## src/rtl/sp_arb_pkg.sv

```systemverilog
// -----------------------------------------------------------------------------
// sp_arb_pkg
// Shared definitions for the scratch pad arbiter:
//   arb_state_t        - transfer FSM states (IDLE -> STROBE -> CAPTURE -> ACK)
//   SEL_SP1 / SEL_SP2  - encodings of the requester SEL field
//   REQ_ID0 / REQ_ID1  - requester identifiers as carried on GNT
// -----------------------------------------------------------------------------
package sp_arb_pkg;

    typedef enum logic [1:0] {
        ST_IDLE    = 2'd0,
        ST_STROBE  = 2'd1,
        ST_CAPTURE = 2'd2,
        ST_ACK     = 2'd3
    } arb_state_t;

    localparam logic SEL_SP1 = 1'b0;
    localparam logic SEL_SP2 = 1'b1;

    localparam logic REQ_ID0 = 1'b0;
    localparam logic REQ_ID1 = 1'b1;

endpackage

```

## src/rtl/sp_arbiter_if.sv

```systemverilog
// -----------------------------------------------------------------------------
// sp_arbiter_if
// Bundles the two requester ports, the scratch pad port and the status outputs
// of the arbiter.
//   modport slave  - the arbiter: takes requests and SP_DO, drives ACK/DO,
//                    scratch pad strobes/write data and status.
//   modport master - the environment: requesters and scratch pads.
// Parameters: DW (data width), CNT_W (transfer counter width).
// -----------------------------------------------------------------------------
interface sp_arbiter_if #(
    parameter int DW    = 32,
    parameter int CNT_W = 16
);
    // requester side
    logic            REQ0, REQ1;
    logic            WR0,  WR1;
    logic            SEL0, SEL1;
    logic [DW-1:0]   DI0,  DI1;
    logic            ACK0, ACK1;
    logic [DW-1:0]   DO0,  DO1;

    // scratch pad side
    logic [DW-1:0]   SP_DI;
    logic [DW-1:0]   SP_DO;
    logic            SP1_RE, SP1_WE, SP2_RE, SP2_WE;

    // status
    logic            BUSY;
    logic            GNT;
    logic [CNT_W-1:0] XFER_CNT;

    modport slave (
        input  REQ0, REQ1, WR0, WR1, SEL0, SEL1, DI0, DI1, SP_DO,
        output ACK0, ACK1, DO0, DO1, SP_DI,
        output SP1_RE, SP1_WE, SP2_RE, SP2_WE,
        output BUSY, GNT, XFER_CNT
    );

    modport master (
        output REQ0, REQ1, WR0, WR1, SEL0, SEL1, DI0, DI1, SP_DO,
        input  ACK0, ACK1, DO0, DO1, SP_DI,
        input  SP1_RE, SP1_WE, SP2_RE, SP2_WE,
        input  BUSY, GNT, XFER_CNT
    );

endinterface

```

## src/rtl/sp_arb_picker.sv

```systemverilog
// -----------------------------------------------------------------------------
// sp_arb_picker
// Combinational grant selection between the two requesters.
// Ports:
//   req0, req1 - request inputs
//   ptr        - arbitration pointer: requester preferred on a tie
//   winner     - id of the requester to grant (don't-care when no request)
//   ptr_next   - pointer value to store when the grant is taken
// Build option: SP_ARB_ROUND_ROBIN_EN
//   defined   - round-robin: a tie goes to ptr, and the pointer then moves to
//               the requester that lost, so the two alternate.
//   undefined - fixed priority: requester 0 wins every tie; the pointer holds
//               its reset value.
// -----------------------------------------------------------------------------
module sp_arb_picker
    import sp_arb_pkg::*;
(
    input  logic req0,
    input  logic req1,
    input  logic ptr,
    output logic winner,
    output logic ptr_next
);

`ifdef SP_ARB_ROUND_ROBIN_EN
    always_comb begin
        winner = ptr;
        if (req0 && req1) begin
            winner = ptr;
        end else if (req1) begin
            winner = REQ_ID1;
        end else if (req0) begin
            winner = REQ_ID0;
        end
        // The requester that did not win this grant is preferred next time.
        ptr_next = ~winner;
    end
`else
    always_comb begin
        // With no request the result is unused; the pointer is returned.
        winner = ptr;
        if (req0) begin
            winner = REQ_ID0;
        end else if (req1) begin
            winner = REQ_ID1;
        end
        ptr_next = ptr;
    end
`endif

endmodule

```

## src/rtl/sp_arbiter.sv

```systemverilog
// -----------------------------------------------------------------------------
// sp_arbiter
// Arbitrates two requesters onto two single-ported scratch pads. Each transfer
// walks IDLE -> STROBE -> CAPTURE -> ACK, one clock per non-IDLE state.
// Ports:
//   OPB_CLK  - clock, all state changes on its rising edge
//   OPB_RST  - asynchronous active-high reset
//   bus      - sp_arbiter_if.slave: REQx/WRx/SELx/DIx in, ACKx/DOx out,
//              SP_DI/SP1_RE/SP1_WE/SP2_RE/SP2_WE out, SP_DO in,
//              BUSY/GNT/XFER_CNT status out
// Parameters: DW (data width), CNT_W (completed-transfer counter width).
// Build option: SP_ARB_ROUND_ROBIN_EN selects round-robin instead of fixed
// priority on simultaneous requests (see sp_arb_picker).
//
// Timing: GNT and BUSY follow the FSM state directly. The strobe, SP_DI, ACK
// and DO registers are loaded while the FSM is in the matching state, so on
// the pins each of those phases appears one clock after its state. With REQ
// sampled at edge k: strobe high after edge k+1, SP_DO expected in the cycle
// after the strobe, DOx and ACKx updated together after edge k+3.
// -----------------------------------------------------------------------------
module sp_arbiter
    import sp_arb_pkg::*;
#(
    parameter int DW    = 32,
    parameter int CNT_W = 16
) (
    input  logic         OPB_CLK,
    input  logic         OPB_RST,
    sp_arbiter_if.slave  bus
);

    localparam logic [CNT_W-1:0] CNT_ONE = {{(CNT_W-1){1'b0}}, 1'b1};

    arb_state_t        state_reg;
    logic              ptr_reg;
    logic              gnt_reg;
    logic              busy_reg;

    // Requester fields latched at grant; later changes on the inputs are
    // ignored for the rest of the transfer.
    logic              wr_reg;
    logic              sel_reg;
    logic [DW-1:0]     di_reg;

    logic              sp1_re_reg, sp1_we_reg, sp2_re_reg, sp2_we_reg;
    logic [DW-1:0]     sp_di_reg;
    logic              ack0_reg, ack1_reg;
    logic [DW-1:0]     do0_reg, do1_reg;
    logic [CNT_W-1:0]  cnt_reg;

    logic              winner;
    logic              ptr_next;

    sp_arb_picker u_picker (
        .req0     (bus.REQ0),
        .req1     (bus.REQ1),
        .ptr      (ptr_reg),
        .winner   (winner),
        .ptr_next (ptr_next)
    );

    always_ff @(posedge OPB_CLK or posedge OPB_RST) begin
        if (OPB_RST) begin
            state_reg  <= ST_IDLE;
            ptr_reg    <= REQ_ID0;
            gnt_reg    <= REQ_ID0;
            busy_reg   <= 1'b0;
            wr_reg     <= 1'b0;
            sel_reg    <= SEL_SP1;
            di_reg     <= '0;
            sp1_re_reg <= 1'b0;
            sp1_we_reg <= 1'b0;
            sp2_re_reg <= 1'b0;
            sp2_we_reg <= 1'b0;
            sp_di_reg  <= '0;
            ack0_reg   <= 1'b0;
            ack1_reg   <= 1'b0;
            do0_reg    <= '0;
            do1_reg    <= '0;
            cnt_reg    <= '0;
        end else begin
            // Pulsed outputs fall back to zero unless their state reloads them.
            sp1_re_reg <= 1'b0;
            sp1_we_reg <= 1'b0;
            sp2_re_reg <= 1'b0;
            sp2_we_reg <= 1'b0;
            sp_di_reg  <= '0;
            ack0_reg   <= 1'b0;
            ack1_reg   <= 1'b0;

            case (state_reg)
                ST_IDLE: begin
                    if (bus.REQ0 || bus.REQ1) begin
                        gnt_reg   <= winner;
                        ptr_reg   <= ptr_next;
                        wr_reg    <= (winner == REQ_ID1) ? bus.WR1  : bus.WR0;
                        sel_reg   <= (winner == REQ_ID1) ? bus.SEL1 : bus.SEL0;
                        di_reg    <= (winner == REQ_ID1) ? bus.DI1  : bus.DI0;
                        busy_reg  <= 1'b1;
                        state_reg <= ST_STROBE;
                    end
                end

                ST_STROBE: begin
                    sp1_re_reg <= !wr_reg && (sel_reg == SEL_SP1);
                    sp1_we_reg <=  wr_reg && (sel_reg == SEL_SP1);
                    sp2_re_reg <= !wr_reg && (sel_reg == SEL_SP2);
                    sp2_we_reg <=  wr_reg && (sel_reg == SEL_SP2);
                    sp_di_reg  <= di_reg;
                    state_reg  <= ST_CAPTURE;
                end

                ST_CAPTURE: begin
                    // Keep write data stable for the cycle after the strobe.
                    sp_di_reg <= di_reg;
                    state_reg <= ST_ACK;
                end

                ST_ACK: begin
                    // SP_DO is valid in the cycle after the strobe pulse, i.e.
                    // while the FSM is here; capture it on the edge that also
                    // raises ACK so DOx is already valid when ACKx is seen.
                    if (!wr_reg) begin
                        if (gnt_reg == REQ_ID1) begin
                            do1_reg <= bus.SP_DO;
                        end else begin
                            do0_reg <= bus.SP_DO;
                        end
                    end
                    ack0_reg  <= (gnt_reg == REQ_ID0);
                    ack1_reg  <= (gnt_reg == REQ_ID1);
                    cnt_reg   <= cnt_reg + CNT_ONE;
                    busy_reg  <= 1'b0;
                    state_reg <= ST_IDLE;
                end

                default: begin
                    state_reg <= ST_IDLE;
                end
            endcase
        end
    end

    assign bus.SP1_RE   = sp1_re_reg;
    assign bus.SP1_WE   = sp1_we_reg;
    assign bus.SP2_RE   = sp2_re_reg;
    assign bus.SP2_WE   = sp2_we_reg;
    assign bus.SP_DI    = sp_di_reg;
    assign bus.ACK0     = ack0_reg;
    assign bus.ACK1     = ack1_reg;
    assign bus.DO0      = do0_reg;
    assign bus.DO1      = do1_reg;
    assign bus.BUSY     = busy_reg;
    assign bus.GNT      = gnt_reg;
    assign bus.XFER_CNT = cnt_reg;

endmodule
```

## src/flat_wrapper.sv

```systemverilog
// flat-port wrapper written by rule: the top's interface ports become plain ports
module sp_arbiter_flat import sp_arb_pkg::*;
#(
    parameter int DW    = 32,
    parameter int CNT_W = 16
)
  (OPB_CLK, OPB_RST, bus_REQ0, bus_REQ1, bus_WR0, bus_WR1, bus_SEL0, bus_SEL1, bus_DI0, bus_DI1, bus_SP_DO, bus_ACK0, bus_ACK1, bus_DO0, bus_DO1, bus_SP_DI, bus_SP1_RE, bus_SP1_WE, bus_SP2_RE, bus_SP2_WE, bus_BUSY, bus_GNT, bus_XFER_CNT);
  sp_arbiter_if #(.DW(DW), .CNT_W(CNT_W)) bus_i ();
  input  logic OPB_CLK;
  input  logic OPB_RST;
  input wire logic [$bits(bus_i.REQ0)-1:0] bus_REQ0;
  input wire logic [$bits(bus_i.REQ1)-1:0] bus_REQ1;
  input wire logic [$bits(bus_i.WR0)-1:0] bus_WR0;
  input wire logic [$bits(bus_i.WR1)-1:0] bus_WR1;
  input wire logic [$bits(bus_i.SEL0)-1:0] bus_SEL0;
  input wire logic [$bits(bus_i.SEL1)-1:0] bus_SEL1;
  input wire logic [$bits(bus_i.DI0)-1:0] bus_DI0;
  input wire logic [$bits(bus_i.DI1)-1:0] bus_DI1;
  input wire logic [$bits(bus_i.SP_DO)-1:0] bus_SP_DO;
  output wire logic [$bits(bus_i.ACK0)-1:0] bus_ACK0;
  output wire logic [$bits(bus_i.ACK1)-1:0] bus_ACK1;
  output wire logic [$bits(bus_i.DO0)-1:0] bus_DO0;
  output wire logic [$bits(bus_i.DO1)-1:0] bus_DO1;
  output wire logic [$bits(bus_i.SP_DI)-1:0] bus_SP_DI;
  output wire logic [$bits(bus_i.SP1_RE)-1:0] bus_SP1_RE;
  output wire logic [$bits(bus_i.SP1_WE)-1:0] bus_SP1_WE;
  output wire logic [$bits(bus_i.SP2_RE)-1:0] bus_SP2_RE;
  output wire logic [$bits(bus_i.SP2_WE)-1:0] bus_SP2_WE;
  output wire logic [$bits(bus_i.BUSY)-1:0] bus_BUSY;
  output wire logic [$bits(bus_i.GNT)-1:0] bus_GNT;
  output wire logic [$bits(bus_i.XFER_CNT)-1:0] bus_XFER_CNT;
  assign bus_i.REQ0 = bus_REQ0;
  assign bus_i.REQ1 = bus_REQ1;
  assign bus_i.WR0 = bus_WR0;
  assign bus_i.WR1 = bus_WR1;
  assign bus_i.SEL0 = bus_SEL0;
  assign bus_i.SEL1 = bus_SEL1;
  assign bus_i.DI0 = bus_DI0;
  assign bus_i.DI1 = bus_DI1;
  assign bus_i.SP_DO = bus_SP_DO;
  assign bus_ACK0 = bus_i.ACK0;
  assign bus_ACK1 = bus_i.ACK1;
  assign bus_DO0 = bus_i.DO0;
  assign bus_DO1 = bus_i.DO1;
  assign bus_SP_DI = bus_i.SP_DI;
  assign bus_SP1_RE = bus_i.SP1_RE;
  assign bus_SP1_WE = bus_i.SP1_WE;
  assign bus_SP2_RE = bus_i.SP2_RE;
  assign bus_SP2_WE = bus_i.SP2_WE;
  assign bus_BUSY = bus_i.BUSY;
  assign bus_GNT = bus_i.GNT;
  assign bus_XFER_CNT = bus_i.XFER_CNT;
  sp_arbiter #(.DW(DW), .CNT_W(CNT_W)) u_core (.OPB_CLK(OPB_CLK), .OPB_RST(OPB_RST), .bus(bus_i));
endmodule
```

## config.mk

```make
export PLATFORM = sky130hd
export DESIGN_NAME = sp_arbiter_flat
export DESIGN_NICKNAME = d
export VERILOG_FILES = /design/src/rtl/sp_arb_pkg.sv /design/src/rtl/sp_arbiter_if.sv /design/src/rtl/sp_arb_picker.sv /design/src/rtl/sp_arbiter.sv /design/src/flat_wrapper.sv
export SDC_FILE = /design/constraint.sdc
export NUM_CORES = 1
export LEC_CHECK = 0
export BUFFER_PORTS_ARGS = -buffer_cell sky130_fd_sc_hd__clkbuf_2
export CORE_ASPECT_RATIO = 1.2
export CORE_MARGIN = 1.5
export CORE_UTILIZATION = 50
export DETAILED_ROUTE_END_ITERATION = 8
export PLACE_DENSITY = 0.79
export SLEW_MARGIN = 10
export SYNTH_ARGS = -nofsm -noshare
export SYNTH_HDL_FRONTEND = slang
export SYNTH_SLANG_ARGS = --single-unit
```

## constraint.sdc

```tcl
create_clock -name OPB_CLK -period 6.4 [get_ports OPB_CLK]
set_clock_uncertainty 0.1 [all_clocks]
set_input_delay 0.32 -clock OPB_CLK [delete_from_list [all_inputs] [get_ports OPB_CLK]]
set_output_delay 0.32 -clock OPB_CLK [all_outputs]
set_load 0.1 [all_outputs]
```

==> results of run 1 <==
## synth_stat cells, drive strengths merged
| cell type | number |
|---|---|
| dfrtp | 156 |
| mux2 | 66 |
| nand2 | 40 |
| o21ai | 35 |
| and2 | 34 |
| mux2i | 34 |
| buf | 15 |
| and3 | 9 |
| xor2 | 9 |
| clkbuf | 8 |
| ha | 6 |
| xnor2 | 6 |
| nor2 | 5 |
| a21oi | 4 |
| nand4 | 4 |
| nor2b | 4 |
| inv | 3 |
| nand3 | 2 |
| nor3b | 2 |
| and3b | 1 |
| nand2b | 1 |
| nor3 | 1 |
## logic make-up after synthesis
family,Yosys count,share of synthesized area
AO/OA/AOI/OAI,39,0.03073
XOR/XNOR,15,0.02068
adder cells (fa/ha/maj),6,0.01182
buffers and inverters,26,0.03467
flip-flops,156,0.6145
multiplexers,100,0.2007
AND/OR/NAND/NOR,103,0.08686
## final cells by class
cell class / count / area (um2) / area share
flip-flops and latches: 156 / 3904 / 0.4828
multi-input cells: 263 / 2250 / 0.2782
repair buffers: 227 / 1149 / 0.1421
clock buffers: 22 / 484.2 / 0.05989
well taps: 161 / 201.4 / 0.02491
clock inverters: 10 / 81.33 / 0.01006
inverters: 3 / 16.27 / 0.002012
## worst paths after layout
kind	from	endpoint	slack [ns]	depth (start not counted)
max	u_core.state_reg[1]	u_core.bus.DO1[4]	4.09	4
min	bus_SP_DO[11]	u_core.bus.DO0[11]	0.05	2
max reg2reg	u_core.state_reg[1]	u_core.bus.DO1[4]	4.09	4
min reg2reg	u_core.di_reg[9]	u_core.bus.SP_DI[9]	0.37	1
max in group asynchronous	OPB_RST	u_core.bus.SP_DI[3]	4.26	4
min in group asynchronous	OPB_RST	u_core.bus.DO0[5]	0.48	3
## metal layers
metal / wire length (um) / global-route usage
met1: 5984 / 0.2809
met5: 0 / 0
met2: 5935 / 0.3151
met4: 173 / 0.07631
met3: 1073 / 0.06269
## stage by stage
stage,hold slack [ns],area [um2]
2_1_floorplan,0.3057,6352
6_report,0.05455,8085
3_3_place_gp,0.3532,7510
4_1_cts,0.03133,8085
5_1_grt,0.04013,8085
3_5_place_dp,0.3612,7510
## timing repair
item                                   in CTS  in global routing
endpoints found under the hold margin      77                  0
buffers inserted                            0                  0
hold buffers                                1                  0
==> report_table.html, run 1 <==
<table>
<tr><th>Metric</th><th>Value</th></tr>
<tr><th colspan="2">Detailed routing</th></tr>
<tr><td>Post-detailed-route count of antenna-violating nets</td><td>0</td></tr>
<tr><td>Count of TritonRoute iterations in the first routing pass</td><td>4</td></tr>
<tr><td>Wire length per cell</td><td>15.64 um</td></tr>
<tr><td>Total DRC errors in the routed layout</td><td>0</td></tr>
<tr><td>Vias after detailed routing</td><td>4111</td></tr>
<tr><td>Violation count after the first detailed-route iteration</td><td>152</td></tr>
<tr><td>Per-cell via count in the routed design</td><td>4.882</td></tr>
<tr><td>Total length of routed wires</td><td>13.17 mm</td></tr>
<tr><th colspan="2">Critical path</th></tr>
<tr><td>Type of the worst setup path</td><td>register to register</td></tr>
<tr><td>Delay of the slowest cell on the worst path</td><td>0.73 ns</td></tr>
<tr><td>Required time at the worst-slack endpoint</td><td>6.59 ns</td></tr>
<tr><td>Data arrival time of the critical path</td><td>approximately 2.5 ns</td></tr>
<tr><td>Largest driver fanout on the critical path</td><td>32</td></tr>
<tr><td>Dominant delay contributor by cell family on the critical path</td><td>simple AND/OR/NAND/NOR gates</td></tr>
<tr><td>Endpoint class of the critical path</td><td>register</td></tr>
<tr><td>Worst path slowest cell</td><td>nand2b_2</td></tr>
<tr><td>Number of buffers and inverters on the critical path</td><td>0</td></tr>
<tr><td>Critical-path cell list</td><td>ha_1 &gt; and2_4 &gt; nand2b_2 &gt; mux2_2</td></tr>
<tr><td>Critical Path Source Type</td><td>register</td></tr>
<tr><th colspan="2">STA</th></tr>
<tr><td>Tightest slew margin relative to the limit</td><td>0.2173</td></tr>
<tr><td>Slew at the pin closest to its max-slew limit</td><td>between 1 and 1.5 ns</td></tr>
<tr><td>Setup repair after global routing missed its margin</td><td>no</td></tr>
<tr><td>Final worst-path setup slack</td><td>just over 4 ns</td></tr>
<tr><td>Accumulated negative setup slack</td><td>0 ns</td></tr>
<tr><td>FMAX</td><td>between 0.4 and 0.5 GHz</td></tr>
<tr><td>Count of final max-slew check failures</td><td>0</td></tr>
<tr><td>Total setup violations reported at the end of the flow</td><td>0</td></tr>
<tr><td>Post-route minimum period</td><td>around 2.3 ns</td></tr>
<tr><td>Final worst-path cycle share</td><td>0.3608</td></tr>
<tr><td>Final Hold Violating Endpoints</td><td>0</td></tr>
<tr><th colspan="2">Layout</th></tr>
<tr><td>Commonest cells after routing, fill and taps aside</td><td>223 x clkbuf_2, 156 x dfrtp_1, 51 x mux2_4, 40 x nand2_1</td></tr>
<tr><td>Final Net Count</td><td>778</td></tr>
<tr><td>Commonest non-fill, non-tap cell in the layout</td><td>clkbuf_2</td></tr>
<tr><td>Post-Route Utilization</td><td>0.6615</td></tr>
<tr><td>Post-synthesis to final-layout area growth</td><td>27.28%</td></tr>
<tr><td>Number of fillers in the final layout</td><td>938</td></tr>
<tr><td>Layout cells sized above 1</td><td>0.4860</td></tr>
<tr><td>Post-route insts no fill</td><td>842</td></tr>
<tr><td>Total inserted antenna cells</td><td>0</td></tr>
<tr><th colspan="2">Clock network</th></tr>
<tr><td>Sink count of the clock tree</td><td>156</td></tr>
<tr><td>TritonCTS clock tree</td><td>built</td></tr>
<tr><td>Clock buffer depth</td><td>2</td></tr>
<tr><td>CTS buffer count</td><td>17</td></tr>
<tr><td>Root buffer cell</td><td>clkbuf_16</td></tr>
<tr><td>Clock transition at the registers of the reported paths</td><td>about 0.06 ns</td></tr>
<tr><td>Clock latency on the worst-skew pair</td><td>0.42 ns</td></tr>
<tr><td>Number of instances resized during post-cts repair</td><td>0</td></tr>
<tr><td>Total number of H-tree levels</td><td>4</td></tr>
<tr><th colspan="2">Global route</th></tr>
<tr><td>Final global-route overflow total</td><td>0</td></tr>
<tr><td>All-Layer GR Usage</td><td>0.2066</td></tr>
<tr><td>Pin count of the biggest net entering global routing</td><td>80</td></tr>
<tr><td>Initial antenna violation count</td><td>0</td></tr>
<tr><td>Wire length of the first global-routing pass</td><td>21.55 mm</td></tr>
<tr><td>Number of global-route vias before repair</td><td>4214</td></tr>
<tr><th colspan="2">Job</th></tr>
<tr><td>Max cap viols</td><td>0</td></tr>
<tr><th colspan="2">Synthesis</th></tr>
<tr><td>YS warnings</td><td>0</td></tr>
<tr><td>Count of unique library cells instantiated by Yosys</td><td>30</td></tr>
<tr><td>Area fraction of the dominant cell type after synthesis</td><td>0.6145</td></tr>
<tr><td>Syn_nets</td><td>555</td></tr>
<tr><td>Netlist area before placement</td><td>6352 um2</td></tr>
<tr><td>Post-Syn Area per Cell</td><td>14.27 um2</td></tr>
<tr><td>Count of state elements after synthesis</td><td>156</td></tr>
<tr><td>Synthesized netlist cell count</td><td>445</td></tr>
<tr><td>Top cells by area, synth</td><td>dfrtp_1 61%, mux2_4 12%, mux2i_1 5.4%, and2_1 3.2%, o21ai_0 2.7%</td></tr>
<tr><td>Part of the Yosys area used for sequential elements</td><td>0.6145</td></tr>
<tr><td>Cell type contributing the most total cell area after synthesis</td><td>dfrtp_1</td></tr>
<tr><th colspan="2">Die</th></tr>
<tr><td>Initial cell density of the core</td><td>0.5198</td></tr>
<tr><td>Die Ht</td><td>126.5 um</td></tr>
<tr><td>Number of rows in the core area</td><td>44</td></tr>
<tr><td>Number of top-level pins</td><td>224</td></tr>
<tr><td>Die footprint</td><td>around 13000 um2</td></tr>
<tr><td>Standard cell core area</td><td>12220 um2</td></tr>
<tr><td>Die extent in x</td><td>between 100 and 150 um</td></tr>
<tr><th colspan="2">Hold path</th></tr>
<tr><td>Class of the tightest hold or removal check</td><td>input port to register</td></tr>
<tr><th colspan="2">Placement</th></tr>
<tr><td>Post-detail-place hpwl</td><td>about 9.5 mm</td></tr>
<tr><td>Placed cell count</td><td>809</td></tr>
<tr><td>Post-Place Setup Slack</td><td>4.098 ns</td></tr>
<tr><td>Count of buffers from port buffering</td><td>223</td></tr>
<tr><td>Global placement routability congestion</td><td>0.7381</td></tr>
<tr><th colspan="2">Run status</th></tr>
<tr><td>Run status</td><td>completed</td></tr>
</table>
Power of run 1 is not shown: default switching activity piles up to over one toggle a cycle in this logic, so the estimate is an artifact.
==> inputs of run 2 (changes only) <==
--- a/config.mk
+++ b/config.mk
@@ -8,9 +8,9 @@
 export BUFFER_PORTS_ARGS = -buffer_cell sky130_fd_sc_hd__clkbuf_2
 export CORE_ASPECT_RATIO = 1.2
 export CORE_MARGIN = 1.5
-export CORE_UTILIZATION = 50
+export CORE_UTILIZATION = 45
 export DETAILED_ROUTE_END_ITERATION = 8
-export PLACE_DENSITY = 0.79
+export PLACE_DENSITY = 0.75
 export SLEW_MARGIN = 10
 export SYNTH_ARGS = -nofsm -noshare
 export SYNTH_HDL_FRONTEND = slang
==> constraint.sdc (replaced) <==
create_clock -name OPB_CLK -period 1.88 [get_ports OPB_CLK]
set_clock_uncertainty 0.1 [all_clocks]
set_input_delay 0.094 -clock OPB_CLK [delete_from_list [all_inputs] [get_ports OPB_CLK]]
set_output_delay 0.094 -clock OPB_CLK [all_outputs]
set_load 0.1 [all_outputs]
==> report_table.html, run 2 (synthesis gave the netlist of run 1 again) <==
<table>
<tr><th>Metric</th><th>Value</th></tr>
<tr><th colspan="2">Detailed routing</th></tr>
<tr><td>Total length of routed wires</td><td>16.86 mm</td></tr>
<tr><td>Per-cell via count in the routed design</td><td>4.973</td></tr>
<tr><td>Count of TritonRoute iterations in the first routing pass</td><td>4</td></tr>
<tr><td>Post-detailed-route count of antenna-violating nets</td><td>0</td></tr>
<tr><td>Vias after detailed routing</td><td>around 4800</td></tr>
<tr><td>Wire length per cell</td><td>roughly 17 um</td></tr>
<tr><td>Total DRC errors in the routed layout</td><td>0</td></tr>
<tr><td>Violation count after the first detailed-route iteration</td><td>approximately 310</td></tr>
<tr><th colspan="2">Clock network</th></tr>
<tr><td>TritonCTS clock tree</td><td>built</td></tr>
<tr><td>CTS buffer count</td><td>17</td></tr>
<tr><td>Root buffer cell</td><td>clkbuf_16</td></tr>
<tr><td>Setup fix buffers added after clock tree synthesis</td><td>0</td></tr>
<tr><td>Clock buffer depth</td><td>2</td></tr>
<tr><td>Clock latency on the worst-skew pair</td><td>0.41 ns</td></tr>
<tr><td>Sink count of the clock tree</td><td>156</td></tr>
<tr><td>Clock transition at the registers of the reported paths</td><td>0.06 ns</td></tr>
<tr><td>Total number of H-tree levels</td><td>4</td></tr>
<tr><th colspan="2">Global route</th></tr>
<tr><td>All-Layer GR Usage</td><td>0.2356</td></tr>
<tr><td>Wire length of the first global-routing pass</td><td>27.32 mm</td></tr>
<tr><td>Pin count of the biggest net entering global routing</td><td>about 90</td></tr>
<tr><td>Initial antenna violation count</td><td>0</td></tr>
<tr><td>Final global-route overflow total</td><td>0</td></tr>
<tr><td>Number of global-route vias before repair</td><td>5224</td></tr>
<tr><th colspan="2">Run status</th></tr>
<tr><td>Run status</td><td>completed</td></tr>
<tr><th colspan="2">STA</th></tr>
<tr><td>Total setup violations reported at the end of the flow</td><td>0</td></tr>
<tr><td>Tightest slew margin relative to the limit</td><td>0.6202</td></tr>
<tr><td>Slew at the pin closest to its max-slew limit</td><td>roughly 0.57 ns</td></tr>
<tr><td>Setup repair after global routing missed its margin</td><td>no</td></tr>
<tr><td>Final worst-path setup slack</td><td>between 0.09 and 0.1 ns</td></tr>
<tr><td>Count of final max-slew check failures</td><td>0</td></tr>
<tr><td>Hold slack</td><td>approximately 0.11 ns</td></tr>
<tr><td>Final worst-path cycle share</td><td>0.9483</td></tr>
<tr><td>FMAX</td><td>0.5609 GHz</td></tr>
<tr><td>Post-route minimum period</td><td>1.783 ns</td></tr>
<tr><td>Final Hold Violating Endpoints</td><td>0</td></tr>
<tr><th colspan="2">Die</th></tr>
<tr><td>Number of top-level pins</td><td>224</td></tr>
<tr><td>Standard cell core area</td><td>13820 um2</td></tr>
<tr><td>Die Ht</td><td>133.2 um</td></tr>
<tr><td>Die footprint</td><td>around 15000 um2</td></tr>
<tr><td>Die extent in x</td><td>111.5 um</td></tr>
<tr><td>Number of rows in the core area</td><td>47</td></tr>
<tr><td>Initial cell density of the core</td><td>0.4597</td></tr>
<tr><th colspan="2">Layout</th></tr>
<tr><td>Final Net Count</td><td>895</td></tr>
<tr><td>Commonest non-fill, non-tap cell in the layout</td><td>clkbuf_2</td></tr>
<tr><td>Post-synthesis to final-layout area growth</td><td>47.39%</td></tr>
<tr><td>Total inserted antenna cells</td><td>0</td></tr>
<tr><td>Layout cells sized above 1</td><td>0.4341</td></tr>
<tr><td>Number of fillers in the final layout</td><td>912</td></tr>
<tr><td>Non-Filler Cell Area, Final</td><td>9363 um2</td></tr>
<tr><td>Commonest cells after routing, fill and taps aside</td><td>223 x clkbuf_2, 156 x dfrtp_1, 103 x dlygate4sd3_1, 51 x mux2_4, 40 x nand2_1</td></tr>
<tr><th colspan="2">Critical path</th></tr>
<tr><td>Most frequent cell on the critical path</td><td>nor2b_4</td></tr>
<tr><td>Largest driver fanout on the critical path</td><td>16</td></tr>
<tr><td>Required time at the worst-slack endpoint</td><td>2.07 ns</td></tr>
<tr><td>Reg2Reg Launch Point</td><td>u_core.state_reg[1]</td></tr>
<tr><td>Crit. Startpoint</td><td>u_core.state_reg[1]</td></tr>
<tr><td>Delay of the slowest cell on the worst path</td><td>around 0.39 ns</td></tr>
<tr><td>Critical-path cell list</td><td>ha_2 &gt; nor2b_4 &gt; nor2b_4 &gt; buf_12 &gt; mux2_2</td></tr>
<tr><td>Data arrival time of the critical path</td><td>around 2.0 ns</td></tr>
<tr><td>Critical Path Source Type</td><td>register</td></tr>
<tr><td>Worst path slowest cell</td><td>dfrtp_1</td></tr>
<tr><td>Endpoint class of the critical path</td><td>register</td></tr>
<tr><td>Type of the worst setup path</td><td>register to register</td></tr>
<tr><th colspan="2">Hold path</th></tr>
<tr><td>Origin of the worst min-delay path</td><td>bus_REQ0</td></tr>
<tr><td>Class of the tightest hold or removal check</td><td>input port to register</td></tr>
<tr><th colspan="2">Placement</th></tr>
<tr><td>Cell Area, Placed</td><td>7726 um2</td></tr>
<tr><td>Post-detail-place hpwl</td><td>9.548 mm</td></tr>
<tr><td>Count of buffers from port buffering</td><td>~220</td></tr>
<tr><td>Global placement routability congestion</td><td>0.7837</td></tr>
<tr><td>Post-Place Setup Slack</td><td>0.1016 ns</td></tr>
<tr><th colspan="2">Job</th></tr>
<tr><td>Max cap viols</td><td>0</td></tr>
</table>
==> run 2: cell count changes in the layout (fill, tap and decap cells not counted), sizes merged <==
cell | before | now
clkinvlp | 5 | 4
clkinv | 2 | 4
dlygate4sd3 | 1 | 103
bufinv | 0 | 2
buf | 3 | 17
inv | 6 | 3
==> run 2: what timing repair did <==
item | in CTS | in global routing
hold buffers | 103 | 0
endpoints found under the hold margin | 255 | 0
endpoints found under the setup margin | 0 | 4
resized for setup | 0 | 2
==> run 2: worst max-delay path, delay by kind of cell (launching register included) <==
family / cells / cell delay, ns
fa+ha+maj: 1 / 0.21
buf+inv: 1 / 0.21
flops: 1 / 0.39
mux: 1 / 0.36
simple gates: 2 / 0.37
==> run 2: metal layers <==
metal,track usage,up-vias,routed length (um)
li1,-,2187,-
met1,0.2854,2348,6902
met2,0.3943,237,8263
met3,0.06779,42,1209
met4,0.1027,0,485
met5,0,-,0
==> run 2: worst paths after layout <==
| check | to | slack (ns) | cells past startpoint |
|---|---|---|---|
| min | u_core.di_reg[16] | 0.11 | 4 |
| min in group asynchronous | u_core.bus.SP_DI[2] | 0.25 | 4 |
| max in group asynchronous | u_core.state_reg[0] | 0.99 | 4 |
| max reg2reg | u_core.bus.DO0[29] | 0.1 | 5 |
| min reg2reg | u_core.bus.XFER_CNT[15] | 0.36 | 1 |
| max | u_core.bus.DO0[29] | 0.1 | 5 |
==> run 2: layout make-up <==
cell class / count / area (um2) / share of cell area
repair buffers: 344 / 2400 / 0.2563
flip-flops and latches: 156 / 3904 / 0.4169
inverters: 3 / 15.01 / 0.001604
clock buffers: 21 / 460.4 / 0.04918
clock inverters: 10 / 115.1 / 0.01229
multi-input cells: 263 / 2255 / 0.2408
well taps: 171 / 214.0 / 0.02285
==> run 2: stage by stage <==
step	setup TNS [ns]	std cells	utilization
3_3_place_gp	0	833	0.5591
3_5_place_dp	0	833	0.5591
4_1_cts	0	967	0.6753
6_report	0	968	0.6775
2_1_floorplan	-54.64	445	-
5_1_grt	0	968	0.6775
Power of run 2 is left out for the same reason.
